==> config.mk <==
export PLATFORM = sky130hd
export DESIGN_NAME = mux_arb
export DESIGN_NICKNAME = d
export VERILOG_FILES = /design/src/rtl/mux_arb_pkg.sv /design/src/rtl/mux_arb_rr_pick.sv /design/src/rtl/mux_arb.sv
export SDC_FILE = /design/constraint.sdc
export NUM_CORES = 1
export LEC_CHECK = 0
export ABC_AREA = 1
export BUFFER_PORTS_ARGS = -buffer_cell sky130_fd_sc_hd__buf_4
export CAP_MARGIN = 15
export CELL_PAD_IN_SITES_DETAIL_PLACEMENT = 1
export CELL_PAD_IN_SITES_GLOBAL_PLACEMENT = 2
export CORE_UTILIZATION = 20
export CTS_BUF_LIST = sky130_fd_sc_hd__clkbuf_2
export DETAILED_ROUTE_END_ITERATION = 7
export GPL_ROUTABILITY_DRIVEN = 0
export PLACE_DENSITY = 0.87
export SLEW_MARGIN = 5
export SYNTH_ARGS = -nofsm -noshare
export SYNTH_HDL_FRONTEND = slang
export SYNTH_SLANG_ARGS = --single-unit
==> constraint.sdc <==
create_clock -name clk -period 2.1 [get_ports clk]
set_clock_uncertainty 0.15 [all_clocks]
set_input_delay 0.525 -clock clk [delete_from_list [all_inputs] [get_ports clk]]
set_output_delay 0.525 -clock clk [all_outputs]
set_load 0.1 [all_outputs]
==> src/rtl/mux_arb_pkg.sv <==
// Shared definitions for the round-robin stream multiplexor family:
// default sizing, packet-lock FSM states and channel-index width helper.
package mux_pkg;

    localparam int DEF_WIDTH    = 16;
    localparam int DEF_CHANNELS = 4;

    typedef enum logic {
        IDLE   = 1'b0,
        LOCKED = 1'b1
    } arb_state_t;

    // A single channel still needs a 1-bit index so out_sel is never zero-width.
    function automatic int sel_width(input int channels);
        return (channels > 1) ? $clog2(channels) : 1;
    endfunction

endpackage

==> src/rtl/mux_arb_rr_pick.sv <==
// Combinational round-robin picker: first valid channel at or after ptr,
// wrapping modulo CHANNELS so unused index codes are never produced.
module rr_pick
    import mux_pkg::*;
#(
    parameter int CHANNELS = DEF_CHANNELS,
    parameter int SEL_W    = sel_width(CHANNELS)
) (
    input  logic [CHANNELS-1:0] valid,
    input  logic [SEL_W-1:0]    ptr,
    output logic [SEL_W-1:0]    grant,
    output logic                any_valid
);

    always_comb begin
        int idx;
        grant     = '0;
        any_valid = 1'b0;
        for (int k = 0; k < CHANNELS; k++) begin
            idx = int'(ptr) + k;
            if (idx >= CHANNELS) idx = idx - CHANNELS;
            if (!any_valid && valid[idx]) begin
                any_valid = 1'b1;
                grant     = SEL_W'(idx);
            end
        end
    end

endmodule

==> src/rtl/mux_arb.sv <==
// Round-robin N:1 valid/ready multiplexor with one registered output stage.
// Define MUX_ARB_LAST_EN to add in_last/out_last and packet-granular locking.
module mux_arb
    import mux_pkg::*;
#(
    parameter int WIDTH    = DEF_WIDTH,
    parameter int CHANNELS = DEF_CHANNELS,
    parameter int SEL_W    = sel_width(CHANNELS)
) (
    input  logic                      clk,
    input  logic                      reset,
    input  logic [CHANNELS-1:0]       in_valid,
    output logic [CHANNELS-1:0]       in_ready,
    input  logic [CHANNELS*WIDTH-1:0] in_data,
`ifdef MUX_ARB_LAST_EN
    input  logic [CHANNELS-1:0]       in_last,
    output logic                      out_last,
`endif
    output logic                      out_valid,
    input  logic                      out_ready,
    output logic [WIDTH-1:0]          out_data,
    output logic [SEL_W-1:0]          out_sel
);

    logic             load;
    logic [SEL_W-1:0] ptr;
    logic [SEL_W-1:0] rr_grant;
    logic             rr_any;
    logic [SEL_W-1:0] grant;
    logic             grant_vld;
    logic             xfer;
    logic             ends_pkt;

    assign load = !out_valid || out_ready;

    rr_pick #(
        .CHANNELS (CHANNELS),
        .SEL_W    (SEL_W)
    ) u_pick (
        .valid     (in_valid),
        .ptr       (ptr),
        .grant     (rr_grant),
        .any_valid (rr_any)
    );

`ifdef MUX_ARB_LAST_EN
    arb_state_t       state_q, state_d;
    logic [SEL_W-1:0] lock_q, lock_d;

    // While locked the owner keeps in_ready even when idle, so a gap is a bubble, not a release.
    assign grant     = (state_q == LOCKED) ? lock_q : rr_grant;
    assign grant_vld = (state_q == LOCKED) ? 1'b1 : rr_any;
    assign ends_pkt  = in_last[grant];

    always_comb begin
        state_d = state_q;
        lock_d  = lock_q;
        case (state_q)
            IDLE: begin
                if (xfer && !in_last[grant]) begin
                    state_d = LOCKED;
                    lock_d  = grant;
                end
            end
            LOCKED: begin
                if (xfer && in_last[grant]) state_d = IDLE;
            end
            default: state_d = IDLE;
        endcase
    end

    always_ff @(posedge clk or posedge reset) begin
        if (reset) begin
            state_q <= IDLE;
            lock_q  <= '0;
        end else begin
            state_q <= state_d;
            lock_q  <= lock_d;
        end
    end
`else
    assign grant     = rr_grant;
    assign grant_vld = rr_any;
    assign ends_pkt  = 1'b1;
`endif

    assign xfer = load && grant_vld && in_valid[grant];

    always_comb begin
        in_ready = '0;
        for (int i = 0; i < CHANNELS; i++) begin
            in_ready[i] = load && grant_vld && (grant == SEL_W'(i));
        end
    end

    always_ff @(posedge clk or posedge reset) begin
        if (reset) begin
            ptr <= '0;
        end else if (xfer && ends_pkt) begin
            ptr <= (grant == SEL_W'(CHANNELS - 1)) ? '0 : grant + 1'b1;
        end
    end

    always_ff @(posedge clk or posedge reset) begin
        if (reset) begin
            out_valid <= 1'b0;
            out_data  <= '0;
            out_sel   <= '0;
`ifdef MUX_ARB_LAST_EN
            out_last  <= 1'b0;
`endif
        end else if (xfer) begin
            out_valid <= 1'b1;
            out_data  <= in_data[int'(grant)*WIDTH +: WIDTH];
            out_sel   <= grant;
`ifdef MUX_ARB_LAST_EN
            out_last  <= in_last[grant];
`endif
        end else if (load) begin
            out_valid <= 1'b0;
        end
    end

endmodule

* Word-level counts from Yosys, hierarchy flattened
Cells that the tools add are included.
Word-level totals: register bits after elaboration 21, bits of input ports 71, output and inout port bits 23, word-level logic and storage cells 70
Operators by class: add/subtract/negate cells 8, $lt $le $gt $ge 9, equality and inequality tests 3, shift operators 1, mux-type cells 29, reductions and logical operators 16
Operators by type and width (number):
- < comparator 32 x 4 -> 1 bit (second input constant) | 4
- two-way mux 32 bit | 4
- >= comparator 32 x 4 -> 1 bit (second input constant) | 3
- subtractor 32 x 4 -> 32 bit (second input constant) | 3
- variable part select 64 x 7 -> 16 bit | 1
- two-way mux 1 bit | 15
- binary-select mux 1 bit (select 2 bit) | 5
- two-way mux 2 bit | 5
- logical AND 1 bit | 9
- adder 2 x 2 -> 3 bit (second input constant) | 2
- equality test 2 bit (second input constant) | 2
- logical NOT 1 bit | 4
- subtractor 2 x 3 -> 4 bit (second input constant) | 1
- adder 2 x 1 -> 3 bit (second input constant) | 1
- >= comparator 2 x 3 -> 1 bit (second input constant) | 1
- < comparator 2 x 3 -> 1 bit (second input constant) | 1
- adder 2 x 1 -> 2 bit (second input constant) | 1
- equality test 2 x 1 -> 1 bit (second input constant) | 1
- logical NOT 2 bit | 1
- nonzero test 2 bit | 1
- logical OR 1 bit | 1

* Depth between registers and ports, before layout
word-level depth 19, gate-level depth with buffers 17, mapped depth without buffers 15

* By module
From an unflattened synthesis, not the netlist that was laid out.
Second synthesis, totals: cells, all modules 364, area, all modules 2074.5 µm²
Modules (own cells, without submodules):
- mux_arb | times used 1, cells an instance 305, area an instance 1755.4 µm²
- rr_pick | times used 1, cells an instance 59, area an instance 319.1 µm²

* Least setup slack after synthesis
OpenSTA, ideal clock, no wires.
path type input -> output, start point in in_valid[1], end point out in_ready[2], arrival 3.541 ns, path slack -2.116 ns, stages 11, path buffers 2, cell sequence inv_1 nand2_1 nand3_1 nand2_1 nor2_4 nand2_1 nor2_1 nor2_2 buf_2 buf_6 nor3_1
On the way: cells in the longest elaborated chain, start to end 15, elaborated cells between the ends (all ways) 29, those cells by class 1 x eq/ne; 20 x mux; 8 x reduce/logical
Ends and longest elaborated chain:
- start: declaration | line mux_arb.sv:12 | input logic [CHANNELS-1:0] in_valid,
- binary-select mux 1 bit (select 2 bit) | line mux_arb_rr_pick.sv:22 | if (!any_valid && valid[idx]) begin
- two-way mux 1 bit (implied by the code) (2 in series) | line mux_arb_rr_pick.sv:22
- two-way mux 1 bit | line mux_arb_rr_pick.sv:22
- logical NOT 1 bit | line mux_arb_rr_pick.sv:22
- logical AND 1 bit | line mux_arb_rr_pick.sv:22
- two-way mux 1 bit | line mux_arb_rr_pick.sv:22
- logical NOT 1 bit | line mux_arb_rr_pick.sv:22
- logical AND 1 bit | line mux_arb_rr_pick.sv:22
- two-way mux 1 bit | line mux_arb_rr_pick.sv:22
- logical NOT 1 bit | line mux_arb_rr_pick.sv:22
- logical AND 1 bit | line mux_arb_rr_pick.sv:22
- two-way mux 2 bit or two-way mux 1 bit (tied branches) | line mux_arb_rr_pick.sv:22
- equality test 2 bit or logical AND 1 bit (tied branches) | line mux_arb.sv:92 | in_ready[i] = load && grant_vld && (grant == SEL_W'(i));
- logical AND 1 bit * | line mux_arb.sv:92
- end: declaration | line mux_arb.sv:13 | output logic [CHANNELS-1:0] in_ready,
Mark *: on every way between the ends. The rest lies on a longest branch, timed or not. The select of a mux whose other input is x is not followed.

* Worst setup path in the final report
start point reg ptr[0], end point out in_ready[2]
On the way: cells in the longest elaborated chain, start to end 17, elaborated cells between the ends (all ways) 44, those cells by class 7 x add/sub; 4 x order compare; 1 x eq/ne; 24 x mux; 8 x reduce/logical
Ends and longest elaborated chain:
- start: declaration | line mux_arb.sv:26 | logic [SEL_W-1:0] ptr;
- start signal: assignment | line mux_arb.sv:100 | ptr <= (grant == SEL_W'(CHANNELS - 1)) ? '0 : grant + 1'b1;
- parallel branches: the longest is 16 deep, another holds subtractor 32 x 4 -> 32 bit
- logical AND 1 bit * | line mux_arb.sv:92
Mark *: on every way between the ends. The select of a mux whose other input is x is not followed.

==> results.toml <==
[status]
status = "finished with violations"
violations = "DRC, setup timing"

[sta]
rsz0062_at_grt = "yes"
hold_viol_final = 0
slew_viol_final = 0
setup_viol = 24
max_freq_ghz = 0.340
period_share_pct = 140
worst_slew_pin_slew_ns = 0.359
finalWorstSetupSlack_ns = -0.841
slew_headroom_pct = 76.1
tns_ns = -16.22
min_period_ns = 2.94

[critical_path]
slowest_stage = "dfrtp_2"
worstPathMaxFanout = 4
worstPathRequired_ns = 1.42
end_kind = "primary output"
crit_type = "reg -> out"
crit_chain = "buf_6 > nand2_2 > nand2_4 > nand2_2 > nand2_2 > nor2_4 > nand2_2 > nor2_4 > nor2_4 > buf_6 > nor3_4 > buf_12"
crit_arrival_ns = 2.27
crit_path_start_kind = "flip-flop"
cpPeakStageDelay_ns = 0.51
critPathMostFrequentCell = "nand2_2"

[synthesis]
netlist_instances = 314
ys_ff_latch = 21
yosysWarnings = 0
syn-num-nets = 385
seq_area_frac_synth_pct = 28.6
avgSynthCellArea_um2 = 5.85
synthDistinctLibCells = 21
synth_area_um2 = 1840

[finish]
fill_cells = 1130
stdcell_area_um2 = 3430
nets = 512
drive_gt1_share_pct = 49.3
num_antenna_cells = 0
area_growth_pct = 86.6

[job]
maxCapViolations = 0

[clock_network]
holdBufCountCts = 0
cts_tree = "yes"
clock_path_buffers = 2
clkTransAtPathRegs_ns = 0.24
clkLatencyLatePin_ns = 0.34
htree_levels = 1
cts_root_buffer = "clkbuf_2"
cts_buffers = 3
cts_num_sinks = 21

[drt]
dr.first_iter.drc_count = 79
first_pass_iters = 6
wire_per_inst_um = 15.1
vias = 2457
wl_um = 8280
ant_nets = 0
drc = 16
viasPerCell = 4.48

[grt]
grt-ovfl-total = 0
grt.busiest_layer = "met2"
grt_first_pass_wirelength_um = 13500
antenna_found_initial = 0
grt_max_degree = 33
track_usage_pct = 17.7
met1_usage_pct = 21.2
grt_pass1_vias = 2695
grtUsageMet2_pct = 33.9
use_met3_pct = 2.79

[worst_hold_path]
min_path_type = "in -> async"

[placed_design]
port_buffers = 93
dpl_cell_area_um2 = 2770
pre_cts_ws_ns = -0.569
post-dp-hpwl_um = 5470

[floorplanning]
die_area_um2 = 9560
ios = 94
core_um2 = 8810
die_w_um = 97.8
start_util_pct = 20.8
die_h_um = 97.8
row_count = 34
-- synth_stat cells --
master,n,area [um2]
inv_2,3,11.3
buf_6,5,56.3
dfrtp_1,21,526
buf_2,11,55.1
nor2_4,1,11.3
nor3_1,2,10.0
nand3_2,1,10.0
o21ai_1,2,10.0
nor2_1,3,11.3
nand2_2,3,18.8
o21ai_0,3,15.0
nand4_1,32,200
nor2_2,1,6.26
buf_4,1,7.51
nand3_4,2,35.0
nand2_1,202,758
a31oi_1,1,6.26
inv_1,10,37.5
nand3_1,6,30.0
inv_6,1,8.76
clkbuf_1,3,11.3
-- routing by layer --
layer / vias up / part of all wire (%) / wire [um]
met1: 1142 / 41 / 3430
met5: - / 0 / 0
met4: 0 / 0.92 / 76
met3: 8 / 4.9 / 404
met2: 55 / 53 / 4360
li1: 1252 / - / -
-- layout make-up --
class | count | area (um2) | area share [%]
inverter | 14 | 80.1 | 2.34
clock buffer | 3 | 15.0 | 0.438
timing repair buffer | 141 | 1270 | 37.1
clock inverter | 1 | 5.00 | 0.146
timing repair inverter | 1 | 6.26 | 0.183
multi-input combinational | 259 | 1390 | 40.4
tap | 108 | 135 | 3.94
sequential | 21 | 528 | 15.4
-- flip-flops by register name, indices dropped and copies added (netlist names) --
name and cells:
out_sel 2, out_valid 1, out_data 16, ptr 2
-- placed cells by master, fill, tap and decap left out, types with 3 or more instances in the layout --
cell type / netlist / final
buf_12: 0 / 8
buf_4: 1 / 116
buf_6: 5 / 12
buf_8: 0 / 3
clkbuf_2: 0 / 3
dfrtp_1: 21 / 19
inv_1: 10 / 3
inv_2: 3 / 6
inv_4: 0 / 4
nand2_1: 202 / 165
nand2_2: 3 / 30
nand2_4: 0 / 8
nand3_2: 1 / 3
nand3_4: 2 / 4
nand4_1: 32 / 32
nor2_4: 1 / 5
o21ai_2: 0 / 3
-- worst max-delay path: cells and delay by family, from the launching register on --
| kind | cells | cell delay [ns] |
|---|---|---|
| simple gates | 9 | 0.95 |
| buf+inv | 3 | 0.46 |
| flops | 1 | 0.51 |
-- logic make-up (layout without fill, tap and decap cells) --
group           count (synthesis)  count (layout)  share of synthesized area [%]
flops                          21              21                           28.6
compound gates                  6               6                           1.70
simple gates                  253             253                           59.4
buf+inv                        34             160                           10.2
-- timing repair --
action | CTS | global route
endpoints found under the setup margin | 24 | 24
pin swaps | 14 | 8
gates cloned | 4 | 0
gates resized for setup | 79 | 23
setup buffers | 19 | 6
-- through the flow --
stage	utilization, %	std cells	hold slack (ns)
floorplan	-	314	0.352
global placement	31.5	515	0.317
finish	38.9	548	0.0399
global route	38.9	548	0.0201
detailed placement	31.5	515	0.317
CTS	37.4	542	0.0169
-- path summary, 6_finish.rpt --
check | depth (start not counted) | to | start | slack (ns)
setup / recovery | 12 | in_ready[2] | ptr[0] | -0.84
hold / removal | 3 | out_data[3] | reset | 0.04
setup reg to reg | 20 | ptr[1] | ptr[1] | -0.74
hold reg to reg | 2 | out_data[5] | out_data[5] | 0.37
max in group asynchronous | 3 | ptr[0] | reset | 1.52
min in group clk | 2 | out_data[5] | out_data[5] | 0.37
Power is left out: the tool's default activity adds up to more than one toggle a clock period on the data nets, which glitch-free logic cannot reach.
